===== src/rtl/zeroheti_pkg.sv =====
// Shared types and widths for the zeroheti OBI fabric.
package zeroheti_pkg;

   localparam int unsigned ObiAddrW = 32;
   localparam int unsigned ObiDataW = 32;
   localparam int unsigned ObiBeW   = ObiDataW / 8;

   typedef enum logic {
      OBI_MGR_LSU = 1'b0,
      OBI_MGR_SBA = 1'b1
   } obi_mgr_idx_e;

endpackage


===== src/rtl/zeroheti_obi_arb_if.sv =====
// Bus bundle for the two-manager OBI arbiter: manager-side ports plus the shared subordinate port.
interface zeroheti_obi_arb_if;
   import zeroheti_pkg::*;

   logic [1:0]               mgr_req_i;
   logic [1:0]               mgr_gnt_o;
   logic [1:0][ObiAddrW-1:0] mgr_addr_i;
   logic [1:0]               mgr_we_i;
   logic [1:0][ObiBeW-1:0]   mgr_be_i;
   logic [1:0][ObiDataW-1:0] mgr_wdata_i;
   logic [1:0]               mgr_rvalid_o;
   logic [ObiDataW-1:0]      mgr_rdata_o;
   logic [1:0]               mgr_err_o;

   logic                     sbr_req_o;
   logic                     sbr_gnt_i;
   logic [ObiAddrW-1:0]      sbr_addr_o;
   logic                     sbr_we_o;
   logic [ObiBeW-1:0]        sbr_be_o;
   logic [ObiDataW-1:0]      sbr_wdata_o;
   logic                     sbr_rvalid_i;
   logic [ObiDataW-1:0]      sbr_rdata_i;
   logic                     sbr_err_i;

   // Arbiter view.
   modport slave (
      input  mgr_req_i, mgr_addr_i, mgr_we_i, mgr_be_i, mgr_wdata_i,
      output mgr_gnt_o, mgr_rvalid_o, mgr_rdata_o, mgr_err_o,
      output sbr_req_o, sbr_addr_o, sbr_we_o, sbr_be_o, sbr_wdata_o,
      input  sbr_gnt_i, sbr_rvalid_i, sbr_rdata_i, sbr_err_i
   );

   // Environment view: drives managers and models the subordinate.
   modport master (
      output mgr_req_i, mgr_addr_i, mgr_we_i, mgr_be_i, mgr_wdata_i,
      input  mgr_gnt_o, mgr_rvalid_o, mgr_rdata_o, mgr_err_o,
      input  sbr_req_o, sbr_addr_o, sbr_we_o, sbr_be_o, sbr_wdata_o,
      output sbr_gnt_i, sbr_rvalid_i, sbr_rdata_i, sbr_err_i
   );

endinterface


===== src/rtl/zeroheti_id_fifo.sv =====
// Synchronous-reset FIFO of 1-bit transaction IDs; accepts a push while full if a pop happens in the same cycle.
module zeroheti_id_fifo #(
   parameter int unsigned Depth = 2,
   localparam int unsigned CntW = $clog2(Depth + 1)
) (
   input  logic            clk_i,
   input  logic            rst_i,
   input  logic            push_i,
   input  logic            data_i,
   input  logic            pop_i,
   output logic            data_o,
   output logic            full_o,
   output logic            empty_o,
   output logic [CntW-1:0] count_o
);

   localparam int unsigned PtrW = (Depth > 1) ? $clog2(Depth) : 1;

   logic [Depth-1:0] mem_q;
   logic [PtrW-1:0]  wptr_q, wptr_d;
   logic [PtrW-1:0]  rptr_q, rptr_d;
   logic [CntW-1:0]  count_q, count_d;
   logic             push_eff, pop_eff;

   function automatic logic [PtrW-1:0] ptr_inc(input logic [PtrW-1:0] p);
      return (p == PtrW'(Depth - 1)) ? '0 : p + PtrW'(1);
   endfunction

   assign full_o   = (count_q == CntW'(Depth));
   assign empty_o  = (count_q == '0);
   assign count_o  = count_q;
   assign data_o   = mem_q[rptr_q];

   assign pop_eff  = pop_i & ~empty_o;
   assign push_eff = push_i & (~full_o | pop_eff);

   always_comb begin
      wptr_d  = push_eff ? ptr_inc(wptr_q) : wptr_q;
      rptr_d  = pop_eff  ? ptr_inc(rptr_q) : rptr_q;
      count_d = count_q + CntW'(push_eff) - CntW'(pop_eff);
   end

   always_ff @(posedge clk_i) begin
      if (rst_i) begin
         mem_q   <= '0;
         wptr_q  <= '0;
         rptr_q  <= '0;
         count_q <= '0;
      end else begin
         if (push_eff) mem_q[wptr_q] <= data_i;
         wptr_q  <= wptr_d;
         rptr_q  <= rptr_d;
         count_q <= count_d;
      end
   end

endmodule


===== src/rtl/zeroheti_obi_arb.sv =====
// Shares one OBI subordinate port between the LSU (port 0) and the debug SBA manager (port 1),
// routing in-order responses back through an ID FIFO.
module zeroheti_obi_arb
   import zeroheti_pkg::*;
#(
   parameter int unsigned MaxOutstanding = 2,
   parameter int unsigned SbaPriority    = 0
) (
   input  logic               clk_i,
   input  logic               rst_i,
   zeroheti_obi_arb_if.slave  bus,
   output logic               busy_o,
   output logic               proto_err_o
);

   localparam int unsigned CntW = $clog2(MaxOutstanding + 1);

   obi_mgr_idx_e    rr_q, rr_d;
   obi_mgr_idx_e    lock_sel_q, lock_sel_d;
   obi_mgr_idx_e    sel;
   obi_mgr_idx_e    head;
   logic            lock_q, lock_d;
   logic            proto_err_q, proto_err_d;
   logic            handshake;
   logic            can_issue;
   logic            fifo_head;
   logic            fifo_full, fifo_empty;
   logic [CntW-1:0] fifo_count;
   logic            rsp_valid;

   // A stalled request keeps its port even if the other manager starts requesting meanwhile.
   always_comb begin
      sel = OBI_MGR_LSU;
      if (lock_q && bus.mgr_req_i[lock_sel_q]) begin
         sel = lock_sel_q;
      end else if (&bus.mgr_req_i) begin
         if (SbaPriority != 0) sel = OBI_MGR_SBA;
         else                  sel = (rr_q == OBI_MGR_LSU) ? OBI_MGR_SBA : OBI_MGR_LSU;
      end else if (bus.mgr_req_i[OBI_MGR_SBA]) begin
         sel = OBI_MGR_SBA;
      end
   end

   // When full, a same-cycle response frees the slot the new request will take.
   assign can_issue     = ~fifo_full | bus.sbr_rvalid_i;
   assign bus.sbr_req_o = (|bus.mgr_req_i) & can_issue;
   assign handshake     = bus.sbr_req_o & bus.sbr_gnt_i;

   assign bus.sbr_addr_o  = bus.mgr_addr_i[sel];
   assign bus.sbr_we_o    = bus.mgr_we_i[sel];
   assign bus.sbr_be_o    = bus.mgr_be_i[sel];
   assign bus.sbr_wdata_o = bus.mgr_wdata_i[sel];

   always_comb begin
      bus.mgr_gnt_o = '0;
      if (handshake) bus.mgr_gnt_o[sel] = 1'b1;
   end

   zeroheti_id_fifo #(
      .Depth (MaxOutstanding)
   ) u_id_fifo (
      .clk_i   (clk_i),
      .rst_i   (rst_i),
      .push_i  (handshake),
      .data_i  (sel),
      .pop_i   (bus.sbr_rvalid_i),
      .data_o  (fifo_head),
      .full_o  (fifo_full),
      .empty_o (fifo_empty),
      .count_o (fifo_count)
   );

   assign head      = obi_mgr_idx_e'(fifo_head);
   assign rsp_valid = bus.sbr_rvalid_i & ~fifo_empty;

   always_comb begin
      bus.mgr_rvalid_o = '0;
      bus.mgr_err_o    = '0;
      if (rsp_valid) begin
         bus.mgr_rvalid_o[head] = 1'b1;
         bus.mgr_err_o[head]    = bus.sbr_err_i;
      end
   end

   assign bus.mgr_rdata_o = bus.sbr_rdata_i;

   always_comb begin
      rr_d        = handshake ? sel : rr_q;
      lock_d      = bus.sbr_req_o & ~bus.sbr_gnt_i;
      lock_sel_d  = lock_d ? sel : lock_sel_q;
      proto_err_d = proto_err_q | (bus.sbr_rvalid_i & fifo_empty);
   end

   always_ff @(posedge clk_i) begin
      if (rst_i) begin
         rr_q        <= OBI_MGR_LSU;
         lock_q      <= 1'b0;
         lock_sel_q  <= OBI_MGR_LSU;
         proto_err_q <= 1'b0;
      end else begin
         rr_q        <= rr_d;
         lock_q      <= lock_d;
         lock_sel_q  <= lock_sel_d;
         proto_err_q <= proto_err_d;
      end
   end

   assign busy_o      = (fifo_count != '0);
   assign proto_err_o = proto_err_q;

endmodule


===== src/flat_wrapper.sv =====
// flat-port wrapper written by rule: the top's interface ports become plain ports
module zeroheti_obi_arb_flat import zeroheti_pkg::*;
#(
   parameter int unsigned MaxOutstanding = 2,
   parameter int unsigned SbaPriority    = 0
)
  (clk_i, rst_i, busy_o, proto_err_o, bus_mgr_req_i, bus_mgr_addr_i, bus_mgr_we_i, bus_mgr_be_i, bus_mgr_wdata_i, bus_mgr_gnt_o, bus_mgr_rvalid_o, bus_mgr_rdata_o, bus_mgr_err_o, bus_sbr_req_o, bus_sbr_addr_o, bus_sbr_we_o, bus_sbr_be_o, bus_sbr_wdata_o, bus_sbr_gnt_i, bus_sbr_rvalid_i, bus_sbr_rdata_i, bus_sbr_err_i);
  zeroheti_obi_arb_if bus_i ();
  input  logic clk_i;
  input  logic rst_i;
  output logic busy_o;
  output logic proto_err_o;
  input wire logic [$bits(bus_i.mgr_req_i)-1:0] bus_mgr_req_i;
  input wire logic [$bits(bus_i.mgr_addr_i)-1:0] bus_mgr_addr_i;
  input wire logic [$bits(bus_i.mgr_we_i)-1:0] bus_mgr_we_i;
  input wire logic [$bits(bus_i.mgr_be_i)-1:0] bus_mgr_be_i;
  input wire logic [$bits(bus_i.mgr_wdata_i)-1:0] bus_mgr_wdata_i;
  output wire logic [$bits(bus_i.mgr_gnt_o)-1:0] bus_mgr_gnt_o;
  output wire logic [$bits(bus_i.mgr_rvalid_o)-1:0] bus_mgr_rvalid_o;
  output wire logic [$bits(bus_i.mgr_rdata_o)-1:0] bus_mgr_rdata_o;
  output wire logic [$bits(bus_i.mgr_err_o)-1:0] bus_mgr_err_o;
  output wire logic [$bits(bus_i.sbr_req_o)-1:0] bus_sbr_req_o;
  output wire logic [$bits(bus_i.sbr_addr_o)-1:0] bus_sbr_addr_o;
  output wire logic [$bits(bus_i.sbr_we_o)-1:0] bus_sbr_we_o;
  output wire logic [$bits(bus_i.sbr_be_o)-1:0] bus_sbr_be_o;
  output wire logic [$bits(bus_i.sbr_wdata_o)-1:0] bus_sbr_wdata_o;
  input wire logic [$bits(bus_i.sbr_gnt_i)-1:0] bus_sbr_gnt_i;
  input wire logic [$bits(bus_i.sbr_rvalid_i)-1:0] bus_sbr_rvalid_i;
  input wire logic [$bits(bus_i.sbr_rdata_i)-1:0] bus_sbr_rdata_i;
  input wire logic [$bits(bus_i.sbr_err_i)-1:0] bus_sbr_err_i;
  assign bus_i.mgr_req_i = bus_mgr_req_i;
  assign bus_i.mgr_addr_i = bus_mgr_addr_i;
  assign bus_i.mgr_we_i = bus_mgr_we_i;
  assign bus_i.mgr_be_i = bus_mgr_be_i;
  assign bus_i.mgr_wdata_i = bus_mgr_wdata_i;
  assign bus_mgr_gnt_o = bus_i.mgr_gnt_o;
  assign bus_mgr_rvalid_o = bus_i.mgr_rvalid_o;
  assign bus_mgr_rdata_o = bus_i.mgr_rdata_o;
  assign bus_mgr_err_o = bus_i.mgr_err_o;
  assign bus_sbr_req_o = bus_i.sbr_req_o;
  assign bus_sbr_addr_o = bus_i.sbr_addr_o;
  assign bus_sbr_we_o = bus_i.sbr_we_o;
  assign bus_sbr_be_o = bus_i.sbr_be_o;
  assign bus_sbr_wdata_o = bus_i.sbr_wdata_o;
  assign bus_i.sbr_gnt_i = bus_sbr_gnt_i;
  assign bus_i.sbr_rvalid_i = bus_sbr_rvalid_i;
  assign bus_i.sbr_rdata_i = bus_sbr_rdata_i;
  assign bus_i.sbr_err_i = bus_sbr_err_i;
  zeroheti_obi_arb #(.MaxOutstanding(MaxOutstanding), .SbaPriority(SbaPriority)) u_core (.clk_i(clk_i), .rst_i(rst_i), .bus(bus_i), .busy_o(busy_o), .proto_err_o(proto_err_o));
endmodule

===== config.mk =====
export PLATFORM = sky130hd
export DESIGN_NAME = zeroheti_obi_arb_flat
export DESIGN_NICKNAME = d
export VERILOG_FILES = /design/src/rtl/zeroheti_pkg.sv /design/src/rtl/zeroheti_obi_arb_if.sv /design/src/rtl/zeroheti_id_fifo.sv /design/src/rtl/zeroheti_obi_arb.sv /design/src/flat_wrapper.sv
export SDC_FILE = /design/constraint.sdc
export NUM_CORES = 1
export LEC_CHECK = 0
export CORE_AREA = 2 2 110 112
export DETAILED_ROUTE_END_ITERATION = 8
export DIE_AREA = 0 0 112 114
export GPL_TIMING_DRIVEN = 0
export HOLD_SLACK_MARGIN = 0.15
export SKIP_LAST_GASP = 1
export SYNTH_ARGS = -nofsm -noshare
export SYNTH_HDL_FRONTEND = slang
export SYNTH_SLANG_ARGS = --single-unit

===== constraint.sdc =====
create_clock -name clk_i -period 1.8 [get_ports clk_i]
set_input_delay 0.36 -clock clk_i [delete_from_list [all_inputs] [get_ports clk_i]]
set_output_delay 0.36 -clock clk_i [all_outputs]
set_load 0.1 [all_outputs]

==> flow_metrics.py <==
metrics = {
    "job": {
        "drv_cap": 0,
    },
    "synthesis": {
        "syn_inst": 167,
        "synthAdderAreaFrac": 0.0157,
        "synth_top_area_share": 0.487,
        "ys_warn_count": 0,
        "ys_types": 25,
        "synth_compound_area_frac": 0.0572,
        "yosysSeqAreaShare": 0.125,
        "syn_nets": 346,
        "synth_top_family_by_area": "multiplexers",
        "synth_top_area_cell": "mux2_2",
        "synth_mux_area_frac": 0.493,
        "syn_area_per_cell_um2": 9.56,
        "yosys.area_share.simple": 0.0690,
        "synthTopCellsByArea": "mux2_2 49%, buf_4 15%, dfxtp_1 13%, buf_6 4.2%, nor2_1 2.1%",
        "netlist_area_mm2": 0.00160,
        "synth-xor-area-share": 0.0219,
        "synth_seq_cells": 10,
    },
    "worst_hold_path": {
        "hold_class": "input port to flip-flop",
    },
    "placed_design": {
        "io_buffers": 253,
        "dp_slack_ns": -1.56,
        "dp_cells": 567,
        "gp_congestion": 0.831,
        "dpl.hpwl_mm": 8.97,
    },
    "floorplan": {
        "core_area_mm2": 0.0117,
        "num_rows": 40,
        "die_w_um": 112,
        "io_pins": 287,
        "die_area_mm2": 0.0128,
        "start_util": 0.136,
        "die_height_um": 114,
    },
    "timing": {
        "setup_ws_ns": -0.432,
        "post-route-period-util": 1.24,
        "maxSlewHeadroom": 0.358,
        "rsz0062_at_grt": "yes",
        "finClkSkew_ns": 0.00144,
        "finalCriticalPeriod_ns": 2.23,
        "tightest_slew_ns": 0.967,
        "finalSetupViolCount": 74,
        "report.final.slew_viol_count": 0,
        "setup_tns_ns": -29.12,
        "finalHoldViolations": 0,
        "fmax_mhz": 448,
    },
    "detailed_routing": {
        "avgViaCountPerCell": 3.93,
        "drtAntennaViolNets": 0,
        "wirelength_mm": 11.1,
        "drc": 0,
        "dr.pass1.iters": 4,
        "vias": 2313,
        "drtIter0Drc": 50,
        "post_drt_wl_per_cell_um": 18.9,
    },
    "critical_path": {
        "worstPathArrival_ns": 1.87,
        "cp_common_cell": "buf_12",
        "slowest_delay_ns": 0.33,
        "cp-end-kind": "output port",
        "cp_data_required_time_ns": 1.44,
        "start_kind": "flip-flop",
        "crit_chain": "or2_4, a31oi_4, buf_12, clkbuf_16, buf_12, mux2_4, buf_12",
        "setup.worst_path.class": "flip-flop to output port",
        "cp_slowest_cell": "mux2_4",
        "critPathMaxFanout": 5,
    },
    "power_and_ir_drop": {
        "p_leak_uw": 0.00261,
        "ir_worst_vdd_mv": 0.594,
        "powerDensity_mw_per_mm2": 791,
        "power_uw": 4570,
    },
    "grt": {
        "antenna_found_initial": 0,
        "track_usage": 0.153,
        "gr-total-overflow": 0,
        "grt_pass1_vias": 2370,
        "grt_start_max_net_pins": 11,
        "grt_pass1_wl_mm": 14.8,
    },
    "final_layout": {
        "drive_gt1_frac": 0.533,
        "area_growth_pct": 261,
        "fin_nets": 621,
        "antenna_cells": 0,
        "nFillCells": 1062,
        "finalNonFillerCells": 588,
    },
    "clock_tree": {
        "clock-sinks": 10,
        "htree_levels": 1,
        "cts_tree": "built",
        "cts_root_buffer": "clkbuf_16",
        "clk_latency_ns": 0.24,
        "cts_hold_buf": 0,
        "clk_pin_slew_ns": 0.04,
        "cts_max_path_buffers": 2,
        "cts_made_buffers": 3,
    },
    "outcome": {
        "violations": "negative setup slack",
        "status": "finished, violations left",
    },
}
-- cell usage in the layout, fill, tap and decap left out, types with 3 or more instances in the layout --
cell and count:
nor2_4 3, dfxtp_1 6, a21oi_1 4, nor2_1 5, dfxtp_2 3, inv_2 4, clkbuf_16 9, buf_8 8
dlygate4sd2_1 34, xnor2_1 3, mux2_4 69, o21ai_0 3, buf_12 74, clkdlybuf4s50_1 139, buf_4 41
-- per-layer routing --
layer | global-route usage | vias up | routed length [um]
met5 | 0 | - | 0
li1 | - | 1104 | -
met1 | 0.185 | 1079 | 4380
met2 | 0.269 | 123 | 5590
met4 | 0.0187 | 0 | 105
met3 | 0.0563 | 7 | 1040
-- cells in the mapped netlist --
cell and number:
or2_1 1, or3b_1 1, nor2_1 9, nor3_1 1, ha_1 2, o211ai_4 1, clkbuf_1 2, mux2_2 69
xnor2_1 3, mux2i_1 1, buf_2 2, nor2b_1 1, nand2_1 3, buf_6 6, buf_4 32, a32oi_1 1
nand3b_1 1, a21oi_1 4, nand4_1 2, inv_1 6, and3_1 3, xor2_1 1, o21ai_0 4, a31oi_4 1
dfxtp_1 10
-- through the flow --
stage | utilization | area, um^2 | hold WS (ns)
4_1_cts | 0.462 | 5410 | 0.429
2_1_floorplan | - | 1920 | 0.439
6_report | 0.493 | 5770 | 0.427
5_1_grt | 0.493 | 5770 | 0.454
3_5_place_dp | 0.396 | 4630 | 0.472
3_3_place_gp | 0.396 | 4630 | 0.457
-- registers in the layout (all words and copies together), names as in the netlist --
signal	cells
u_core.u_id_fifo.wptr_q	1
u_core.u_id_fifo.mem_q	2
u_core.rr_q	1
u_core.u_id_fifo.count_o	2
u_core.proto_err_o	1
u_core.u_id_fifo.rptr_q	1
u_core.lock_q	1
u_core.lock_sel_q	1
-- cell families after synthesis --
family | count (synthesis)
flip-flops | 10
XOR/XNOR | 4
multiplexers | 70
AND/OR/NAND/NOR | 22
adder cells (fa/ha/maj) | 2
AO/OA/AOI/OAI | 11
buffers and inverters | 48
-- repair_timing --
item,CTS,global route
resized for setup,693,55
setup buffers,9,3
setup endpoints to repair,113,77
pin swaps,4,3
cloned,2,6
-- worst paths after layout --
path | from | endpoint | slack, ns | cells past startpoint
setup / recovery | u_core.rr_q | bus_sbr_wdata_o[3] | -0.43 | 7
hold / removal | bus_sbr_rvalid_i | u_core.proto_err_o | 0.43 | 3
setup reg to reg | u_core.rr_q | u_core.u_id_fifo.mem_q[1] | -0.01 | 10
hold reg to reg | u_core.proto_err_o | u_core.proto_err_o | 0.48 | 2
-- area by class of cell --
| cell class | count | area (um^2) | area share |
|---|---|---|---|
| clock buffer | 4 | 88.8 | 0.0154 |
| timing repair buffer | 271 | 3460 | 0.600 |
| buffer | 41 | 412 | 0.0713 |
| multi-input combinational | 109 | 1390 | 0.241 |
| tap | 147 | 184 | 0.0319 |
| sequential | 10 | 208 | 0.0360 |
| inverter | 6 | 26.3 | 0.00455 |
-- critical path, delay by kind of cell (launching register included) --
family | cells | cell delay (ns)
and+or+nand+nor | 1 | 0.25
muxes | 1 | 0.33
DFF | 1 | 0.31
AOI/OAI and AO/OA | 1 | 0.15
buffers and inverters | 4 | 0.58
-- where the power goes --
part | total (uW) | leakage, uW | switching (uW) | internal, uW
clock network | 449 | 0.0000442 | 114 | 335
logic | 3790 | 0.00248 | 2260 | 1530
registers | 324 | 0.0000842 | 49.2 | 275
total | 4570 | 0.00261 | 2430 | 2140
(Power assumes the default switching activity.)
